**src/rtl/spike_rate_encoder.sv**
```systemverilog
// Rate-codes a frame of S pixels into T_STEPS binary spike vectors, one per clock.
// Define ENC_LFSR_EN to replace the phase accumulators with a shared Galois LFSR.
module spike_rate_encoder #(
  parameter int          S         = 25,
  parameter int          PIX_W     = 8,
  parameter int          T_STEPS   = 16,
  parameter logic [15:0] LFSR_SEED = 16'hACE1,
  localparam int         SW        = (T_STEPS > 2) ? $clog2(T_STEPS) : 1
) (
  input  logic               clk,
  input  logic               rst_n,
  input  logic               load,
  input  logic [S*PIX_W-1:0] pixels_in,
  input  logic               clear,
  output logic               ready,
  output logic [S-1:0]       spikes_out,
  output logic               spike_valid,
  output logic [SW-1:0]      step_idx,
  output logic               frame_done
);

  if (T_STEPS < 2) begin : g_bad_steps
    $error("T_STEPS must be at least 2");
  end
  if (LFSR_SEED == 16'h0) begin : g_bad_seed
    $error("LFSR_SEED must be non-zero");
  end

  typedef enum logic {IDLE, RUN} state_t;

  state_t           state;
  state_t           state_nxt;
  logic [SW-1:0]    cnt;
  logic             last;
  logic [PIX_W-1:0] pix [S];
  logic [S-1:0]     fire;

  assign ready = (state == IDLE);
  assign last  = (cnt == SW'(T_STEPS - 1));

  always_ff @(posedge clk or negedge rst_n) begin
    if (!rst_n) state <= IDLE;
    else        state <= state_nxt;
  end

  always_comb begin
    state_nxt = state;
    if (clear) begin
      state_nxt = IDLE;
    end else begin
      unique case (state)
        IDLE: if (load) state_nxt = RUN;
        RUN:  if (last) state_nxt = IDLE;
        default: state_nxt = IDLE;
      endcase
    end
  end

`ifdef ENC_LFSR_EN
  logic [15:0] lfsr;
  logic [15:0] lfsr_nxt;
  logic [31:0] rot;

  assign lfsr_nxt = (lfsr >> 1) ^ (lfsr[0] ? 16'hB400 : 16'h0);

  // Each lane compares against its own rotation of the shared LFSR word.
  always_comb begin
    fire = '0;
    rot  = '0;
    for (int k = 0; k < S; k++) begin
      rot = {lfsr, lfsr} << (k % 16);
      fire[S-1-k] = pix[k] > PIX_W'(rot[31:16]);
    end
  end

  always_ff @(posedge clk or negedge rst_n) begin
    if (!rst_n) begin
      lfsr <= LFSR_SEED;
    end else if (clear) begin
      lfsr <= LFSR_SEED;
    end else if (state == IDLE) begin
      if (load) lfsr <= LFSR_SEED;
    end else begin
      lfsr <= lfsr_nxt;
    end
  end
`else
  logic [PIX_W-1:0] acc [S];
  logic [PIX_W:0]   sum [S];

  // Carry out of the phase accumulator is the spike.
  always_comb begin
    fire = '0;
    for (int k = 0; k < S; k++) begin
      sum[k] = {1'b0, acc[k]} + {1'b0, pix[k]};
      fire[S-1-k] = sum[k][PIX_W];
    end
  end

  always_ff @(posedge clk or negedge rst_n) begin
    if (!rst_n) begin
      for (int k = 0; k < S; k++) acc[k] <= '0;
    end else if (clear) begin
      for (int k = 0; k < S; k++) acc[k] <= '0;
    end else if (state == IDLE) begin
      if (load) begin
        for (int k = 0; k < S; k++) acc[k] <= '0;
      end
    end else begin
      for (int k = 0; k < S; k++) acc[k] <= sum[k][PIX_W-1:0];
    end
  end
`endif

  always_ff @(posedge clk or negedge rst_n) begin
    if (!rst_n) begin
      spikes_out  <= '0;
      spike_valid <= 1'b0;
      step_idx    <= '0;
      frame_done  <= 1'b0;
      cnt         <= '0;
      for (int k = 0; k < S; k++) pix[k] <= '0;
    end else if (clear) begin
      spikes_out  <= '0;
      spike_valid <= 1'b0;
      step_idx    <= '0;
      frame_done  <= 1'b0;
      cnt         <= '0;
    end else if (state == IDLE) begin
      spikes_out  <= '0;
      spike_valid <= 1'b0;
      frame_done  <= 1'b0;
      if (load) begin
        cnt <= '0;
        for (int k = 0; k < S; k++)
          pix[k] <= pixels_in[S*PIX_W-1-PIX_W*k -: PIX_W];
      end
    end else begin
      spikes_out  <= fire;
      spike_valid <= 1'b1;
      step_idx    <= cnt;
      frame_done  <= last;
      cnt         <= last ? '0 : cnt + 1'b1;
    end
  end

endmodule

```
**config.mk**
```make
export PLATFORM = sky130hd
export DESIGN_NAME = spike_rate_encoder
export DESIGN_NICKNAME = d
export VERILOG_FILES = /design/src/rtl/spike_rate_encoder.sv
export SDC_FILE = /design/constraint.sdc
export NUM_CORES = 1
export LEC_CHECK = 0
export BUFFER_PORTS_ARGS = -buffer_cell sky130_fd_sc_hd__buf_2
export CAP_MARGIN = 5
export CORE_ASPECT_RATIO = 0.9
export CORE_MARGIN = 2
export CORE_UTILIZATION = 54
export CTS_CLUSTER_DIAMETER = 40
export DETAILED_ROUTE_END_ITERATION = 8
export PLACE_DENSITY = 0.77
export SETUP_SLACK_MARGIN = 0.1
export SYNTH_ARGS = -nofsm -noshare
export SYNTH_HDL_FRONTEND = slang
export SYNTH_SLANG_ARGS = --single-unit
```
**constraint.sdc**
```tcl
create_clock -name clk -period 1.9 [get_ports clk]
set_input_delay 0.19 -clock clk [delete_from_list [all_inputs] [get_ports clk]]
set_output_delay 0.19 -clock clk [all_outputs]
set_load 0.01 [all_outputs]
```
# Yosys cells after proc, flatten, opt, wreduce, memory -nomap -nowiden
# Cells that the tools add are included.
# totals
out_inout_bits	32
elab_cells	107
reg_bits	436
# classes
bitwise	2
n_eq_ne	1
n_reduce_logical	3
muxes	19
n_addsub	26
# ops
cell	n
$mux 200	3
$add 8x8->9	25
$mux 25	2
$mux 4	6
$mux 1	7
$add 4x1->4 const B	1
$eq 4x4->1 const B	1
$reduce_and 3->1	1
$reduce_bool 3->1	1
$not 1->1	2
$pmux 1 s2	1
$reduce_bool 2->1	1

# Logic depth before layout (Yosys ltp)
# Gate-level depths: netlist of run 1.
# depth
ltp_word	4
mapped_depth	8

# Worst setup path before layout of run 1
# Ideal clock, no wire load.
# synth_path
kind	register to register
start	reg pix[8] in the netlist's numbering
end	reg acc[14] in the netlist's numbering
t_arrival_ns	1.709
slack_ns	0.070
n_path_buf	0
t_required_ns	1.778
stages_incl_launch_ff	9
path_cell_list	dfrtp_1 -> ha_1 -> inv_1 -> fa_1 -> nand2b_1 -> a21oi_1 -> o21a_1 -> or3_1 -> a32o_1
# synth_via
elab_chain_cells	3
# synth_lines
element	line	source
start: declaration	35	logic [PIX_W-1:0] pix [S];
start signal: indexed assignment	136	pix[k] <= pixels_in[S*PIX_W-1-PIX_W*k -: PIX_W];
$add 8x8->9	95	sum[k] = {1'b0, acc[k]} + {1'b0, pix[k]};
$mux 200	105	end else if (state == IDLE) begin
$mux 200	103	end else if (clear) begin
end: declaration	88	logic [PIX_W-1:0] acc [S];
# No other way between the ends.
# A chain may end at the register's enable or synchronous reset.

# Worst setup path after layout of run 1
# layout_path
start	reg acc[24] in the netlist's numbering
end	reg acc[30] in the netlist's numbering
# layout_via
elab_chain_cells	3
# layout_lines
element	line
$add 8x8->9	95
$mux 200	105
$mux 200	103
# No other way between the ends.

==> results.toml, run 1 <==
[flow_run]
cap_violations = 0

[floorplanning]
ios = 236
core.rowCount = 71
die_x_um = 222.1
start_util_pct = 55.01
die_h_um = 200.3
coreArea_um2 = 42020
fp.dieArea_um2 = 44480

[worst_setup_path]
cp_max_fo = 3
cpMaxStageDelayCell = "dfrtp_1"
arrival_ns = 2.45
path_buf_inv = 1
critPathRequiredTime_ns = 2.39
slowest_delay_ns = 0.41
cp_top_family = "compound AO/OA/AOI/OAI gates"
cp-end-kind = "register"
critPathKind = "reg2reg"
start_kind = "register"
path_cells = "ha_4 -> inv_2 -> fa_2 -> nand2b_4 -> a21oi_2 -> o21a_1 -> or3_1 -> a32o_2"

[finish]
final_util_pct = 74.93
fin_area_um2 = 31490
area_growth_pct = 36.22
fin_nets = 3149
drive_gt1_share_pct = 30.34
layoutNonFillerInstCount = 3321

[sta]
hold_viol_final = 0
hold_slack_ns = 0.1141
setup_ws_ns = -0.06893
clock_skew_ns = 0.01528
tightest_slew_ns = 0.5551
fin_crit_sh_pct = 103.6
rsz0062_at_grt = "yes"
period_needed_ns = 1.969
timing.final.max_slew_violations = 0
max_freq_mhz = 507.9
slew_headroom_pct = 62.99
setup_viol_count_final = 13

[place]
dp_hpwl_mm = 35.15
gp_congestion = 0.8598
portBuffers = 235
place_inst = 2899
place_area_um2 = 25590
place_ws_ns = -0.09826

[detailed_routing]
drt_iter0_drc = 1393
antenna_left = 0
drc = 0
vias_per_cell = 5.817
finalWirelength_mm = 64.65
via_count = 19318
dr.pass1.iters = 5
routedWlPerCell_um = 19.47

[logic_synthesis]
avgSynthCellArea_um2 = 10.97
ys_types = 39
ys.warnings.count = 0
netlist_instances = 2107
synth_edf_count = 0
async_flop_share_pct = 100.0
ys_seq_area_share_pct = 47.20
ys_ff_latch = 436
synth_top_cell_area_share_pct = 47.20
yosysTopAreaCell = "dfrtp_1"
synthTopCellsByArea = "dfrtp_1, ha_1, o21ai_0, mux2_1, mux2_2"
netlist_area_um2 = 23110
syn_nets = 2537
synth_ff_type = "dfrtp_1"

[cts]
path_clk_slew_ns = 0.06
cts_made_buffers = 61
clock_path_buffers = 3
cts_tree = "yes"
root_buffer = "clkbuf_16"
cts_sinks = 436
insertion_delay_ns = 0.61
cts.htree.levels = 2

[grt]
antenna_found_initial = 1
globalRouteOverflowTotal = 0
grt.total_usage_pct = 27.69
grt_pass1_wl_mm = 101.5
grt_start_max_net_pins = 105
grt_pass1_vias = 20601

[min_path]
hp-class = "in2reg"

[power]
vdd_ir_drop_max_mv = 0.9022
p_per_area_nw_per_um2 = 1051
p_leak_nw = 14.56

[run_status]
violations = "setup timing"
outcome = "finished with violations"
## layout by cell type (no fill, tap or decap), types with 8 or more instances in the layout
master / instances
a211oi_1: 23
a211oi_2: 12
a211oi_4: 13
a21o_1: 26
a21oi_1: 51
a21oi_2: 42
a21oi_4: 10
a22o_1: 51
a31oi_1: 23
a32o_1: 46
buf_12: 18
buf_2: 234
buf_4: 161
clkbuf_16: 64
clkbuf_8: 12
clkinv_2: 8
dfrtp_1: 435
dlygate4sd3_1: 202
fa_2: 25
ha_1: 160
ha_2: 25
ha_4: 16
inv_1: 50
inv_2: 24
inv_6: 10
mux2_1: 101
mux2_2: 75
nand2_1: 155
nand2b_1: 50
nand2b_4: 27
nor2_1: 125
nor3_1: 46
o21a_1: 24
o21ai_0: 173
o21ai_1: 74
o21ai_2: 30
o21bai_1: 23
or3_1: 22
xor2_1: 52
## synth_stat cells (all sizes together), types with 24 or more instances
cell type / count
a211oi: 48
a21o: 26
a21oi: 103
a22o: 51
a32o: 48
buf: 60
dfrtp: 436
fa: 25
ha: 201
inv: 75
mux2: 176
nand2: 155
nand2b: 77
nor2: 126
nor3: 47
o21a: 24
o21ai: 277
or3: 24
xor2: 52
## stage by stage
| step | total power [mW] | TNS [ns] |
|---|---|---|
| 4_1_cts | 31.91 | -0.04116 |
| 3_5_place_dp | 19.21 | -0.6574 |
| 3_3_place_gp | 18.77 | 0 |
| 2_1_floorplan | 17.09 | 0 |
| 5_1_grt | 34.80 | -1.739 |
| 6_report | 33.10 | -0.4101 |
## logic make-up after synthesis
group                      synth area share [%]
muxes                                     8.748
and+or+nand+nor                           8.526
xor gates and xnor gates                  2.084
adders and majority gates                 13.05
DFF                                       47.20
buffers and inverters                     3.437
AOI/OAI and AO/OA                         16.95
## metal layers
metal / track usage [%] / wire length, um / vias up
met1: 32.89 / 25470 / 9523
met5: 0 / 0 / -
met3: 4.107 / 3268 / 221
li1: - / - / 8871
met2: 49.90 / 33370 / 703
met4: 11.99 / 2545 / 0
## path summary, 6_finish.rpt
| check | endpoint | slack, ns | cells after the start | start |
|---|---|---|---|---|
| worst min register to register | acc[55]$_DFFE_PN0P_ | 0.48 | 2 | acc[55]$_DFFE_PN0P_ |
| worst max register to register | acc[30]$_DFFE_PN0P_ | -0.07 | 8 | acc[24]$_DFFE_PN0P_ |
| worst min-delay path | acc[115]$_DFFE_PN0P_ | 0.11 | 5 | load |
| min in group asynchronous | pix[88]$_DFFE_PN0P_ | 0.14 | 2 | rst_n |
| max in group asynchronous | acc[65]$_DFFE_PN0P_ | 1.01 | 3 | rst_n |
| worst max-delay path | acc[30]$_DFFE_PN0P_ | -0.07 | 8 | acc[24]$_DFFE_PN0P_ |
## layout make-up
| class | instances | area [um2] |
|---|---|---|
| timing repair buffer | 623 | 4886 |
| inverter | 75 | 284.0 |
| clock buffer | 81 | 1764 |
| clock inverter | 35 | 384.1 |
| tap | 547 | 684.4 |
| antenna | 2 | 5.005 |
| multi-input combinational | 1522 | 12570 |
| sequential | 436 | 10910 |
| fill | 2490 | 10530 |
## flip-flops by register name, indices dropped and copies added, names as in the netlist
| signal | count |
|---|---|
| cnt | 4 |
| acc | 200 |
| spike_valid | 1 |
| pix | 200 |
| frame_done | 1 |
| state | 1 |
| step_idx | 4 |
| spikes_out | 25 |
## where the power goes
part           leakage [nW]  total (mW)  switching [mW]  internal [mW]
clock                  1.05        11.8            4.55           7.28
sequential             5.59        11.8            1.09           10.8
combinational          7.92        9.41            4.86           4.55
total                  14.6        33.1            10.5           22.6
## tightest hold or removal path, stage by stage
cell,delay (ns)
buf_2,0.11
nor3_4,0.06
buf_12,0.17
nand2_1,0.08
o21ai_0,0.07
## what timing repair did
action | 4_1_cts | 5_1_grt
pin swaps | 68 | 125
cloned | 0 | 1
setup buffers | 49 | 53
resized for setup | 142 | 164
hold buffers | 202 | 0
hold endpoints to repair | 413 | 0
endpoints found under the setup margin | 69 | 123
Note: power is estimated with default switching activity, not from simulation.
==> inputs of run 2 (changes only) <==
--- a/config.mk
+++ b/config.mk
@@ -11,8 +11,9 @@
 export CORE_MARGIN = 2
 export CORE_UTILIZATION = 54
 export CTS_CLUSTER_DIAMETER = 40
+export CTS_CLUSTER_SIZE = 28
 export DETAILED_ROUTE_END_ITERATION = 8
-export PLACE_DENSITY = 0.77
+export PLACE_DENSITY_LB_ADDON = 0.2
 export SETUP_SLACK_MARGIN = 0.1
 export SYNTH_ARGS = -nofsm -noshare
 export SYNTH_HDL_FRONTEND = slang
==> run 2 against run 1 <==
Against the previous run:
- the flow still finishes with violations (setup timing)
- cell area decreased by 0.77%
- non-clock buffer count is 21 lower
- maximum frequency grew 1.5%
- die area did not move
- total power fell by 2.6%
- core utilization decreased by 0.57 points
- first-iteration DRC count decreased by 31%
- critical path depth unchanged
- hold slack worse by 0.063 ns
- sequential share of layout area grew 0.27 points
- clock-buffer cell count down 19
- combinational power decreased by 3.7%
- largest cell class unchanged
- highest routed layer unchanged
==> results.toml, run 2 (synthesized netlist as in run 1, its figures left out) <==
[finish]
layoutNonFillerInstCount = 3294
fin_nets = 3125
fillerInstances = 2674
reg_top3 = "acc (200), pix (200), spikes_out (25)"
drive_gt1_share_pct = 29.30
area_growth_pct = 35.18
final_cell_mix = "dfrtp_1, buf_2, dlygate4sd3_1, o21ai_0, ha_1"
final_common_cell = "dfrtp_1"

[power]
vdd_ir_drop_max_mv = 0.8043
p_per_area_nw_per_um2 = 1032
power_mw = 32.23
p_leak_nw = 14.47

[cts]
cts_tree = "yes"
clock_path_buffers = 3
path_clk_slew_ns = 0.06
cts.htree.levels = 2
insertion_delay_ns = 0.61
cts_made_buffers = 58
cts_sinks = 436
root_buffer = "clkbuf_16"

[worst_setup_path]
arrival_ns = 2.43
path_cells = "ha_2 -> inv_2 -> fa_2 -> nand2b_4 -> a21oi_4 -> o21a_1 -> or3_1 -> a32o_1"
start_kind = "register"
critPathKind = "reg2reg"
slowest_delay_ns = 0.39
r2r_cells = 8
cp_max_fo = 2
cpMaxStageDelayCell = "dfrtp_1"
cp_top_family = "compound AO/OA/AOI/OAI gates"
path_buf_inv = 1
critPathRequiredTime_ns = 2.39
cp-end-kind = "register"
cp.depth = 8

[run_status]
violations = "setup timing"
outcome = "finished with violations"

[grt]
globalRouteOverflowTotal = 0
gr-usage-met2_pct = 43.84
grt_use_met3_pct = 3.755
grt_start_max_net_pins = 83
grt_most_used_layer = "met2"
grt_pass1_vias = 19286
grt_use_met1_pct = 32.56
grt_pass1_wl_mm = 93.66
antenna_found_initial = 3
grt.total_usage_pct = 25.39

[detailed_routing]
routedWlPerCell_um = 17.66
drt_iter0_drc = 961
vias_per_cell = 5.631
antenna_left = 0
finalWirelength_mm = 58.18
via_count = 18548
drc = 0
dr.pass1.iters = 5

[place]
portBuffers = 235
place_inst = 2903
dp_hpwl_mm = 35.25
gp_congestion = 0.8643

[sta]
timing.final.max_slew_violations = 0
tns_ns = -0.09025
slew_headroom_pct = 67.92
fin_crit_sh_pct = 102.1
setup_viol_count_final = 6
clock_skew_ns = 0.01922
tightest_slew_ns = 0.4812
max_freq_mhz = 515.4
setup_ws_ns = -0.04011
hold_viol_final = 0
period_needed_ns = 1.940
hold_slack_ns = 0.05063
rsz0062_at_grt = "yes"

[floorplanning]
die_h_um = 200.3
fp.dieArea_um2 = 44480
die_x_um = 222.1
start_util_pct = 55.01
ios = 236
core.rowCount = 71
coreArea_um2 = 42020

[flow_run]
cap_violations = 0

[min_path]
hp-class = "in2async"
==> run 2: worst paths after layout <==
kind,startpoint,end,slack (ns)
worst max-delay path,pix[144]$_DFFE_PN0P_,acc[150]$_DFFE_PN0P_,-0.04
worst min-delay path,rst_n,acc[4]$_DFFE_PN0P_,0.05
worst max register to register,pix[144]$_DFFE_PN0P_,acc[150]$_DFFE_PN0P_,-0.04
worst min register to register,acc[119]$_DFFE_PN0P_,acc[119]$_DFFE_PN0P_,0.48
max in group asynchronous,rst_n,pix[142]$_DFFE_PN0P_,1.04
min in group clk,load,acc[27]$_DFFE_PN0P_,0.13
==> run 2: area by class of cell <==
type | count | area, um2 | area share (%)
clock inverters | 47 | 550.5 | 1.762
repair buffers | 602 | 4767 | 15.26
clock buffers | 62 | 1518 | 4.858
diodes | 3 | 7.507 | 0.02403
inverters | 75 | 284.0 | 0.9091
well taps | 547 | 684.4 | 2.191
flip-flops and latches | 436 | 10910 | 34.92
multi-input cells | 1522 | 12520 | 40.07
==> run 2: worst reg2reg max path: cells and delay by family, from the launching register on <==
family          cells  cell delay, ns
buf+inv             1            0.06
simple gates        2            0.47
compound gates      3            0.50
fa+ha+maj           2            0.40
flops               1            0.39
==> run 2: repair_timing <==
item                                    CTS  global route
buffers inserted                         42            38
resized for setup                       141           153
endpoints found under the setup margin   75            94
pin swaps                                76           129
hold endpoints to repair                534             0
hold buffers                            202             0
==> run 2: power breakdown <==
group | internal (mW) | switching [mW]
Sequential | 10.7 | 0.992
Combinational | 4.42 | 4.65
Clock | 6.62 | 4.80
==> run 2: metal layers <==
metal | part of all wire, % | wire (um)
met2 | 50 | 29220
met3 | 4.0 | 2302
met1 | 43 | 25000
met4 | 2.9 | 1660
met5 | 0 | 0
==> run 2: metrics by stage <==
step | cell area, um2 | util, % | setup slack [ns]
5_1_grt | 31240 | 74.35 | -0.09593
4_1_cts | 30410 | 72.37 | -0.01072
3_5_place_dp | 25690 | 61.15 | -0.05974
2_1_floorplan | 23350 | - | 0.1094
3_3_place_gp | 25690 | 61.15 | 0.02324
6_report | 31240 | 74.36 | -0.04011
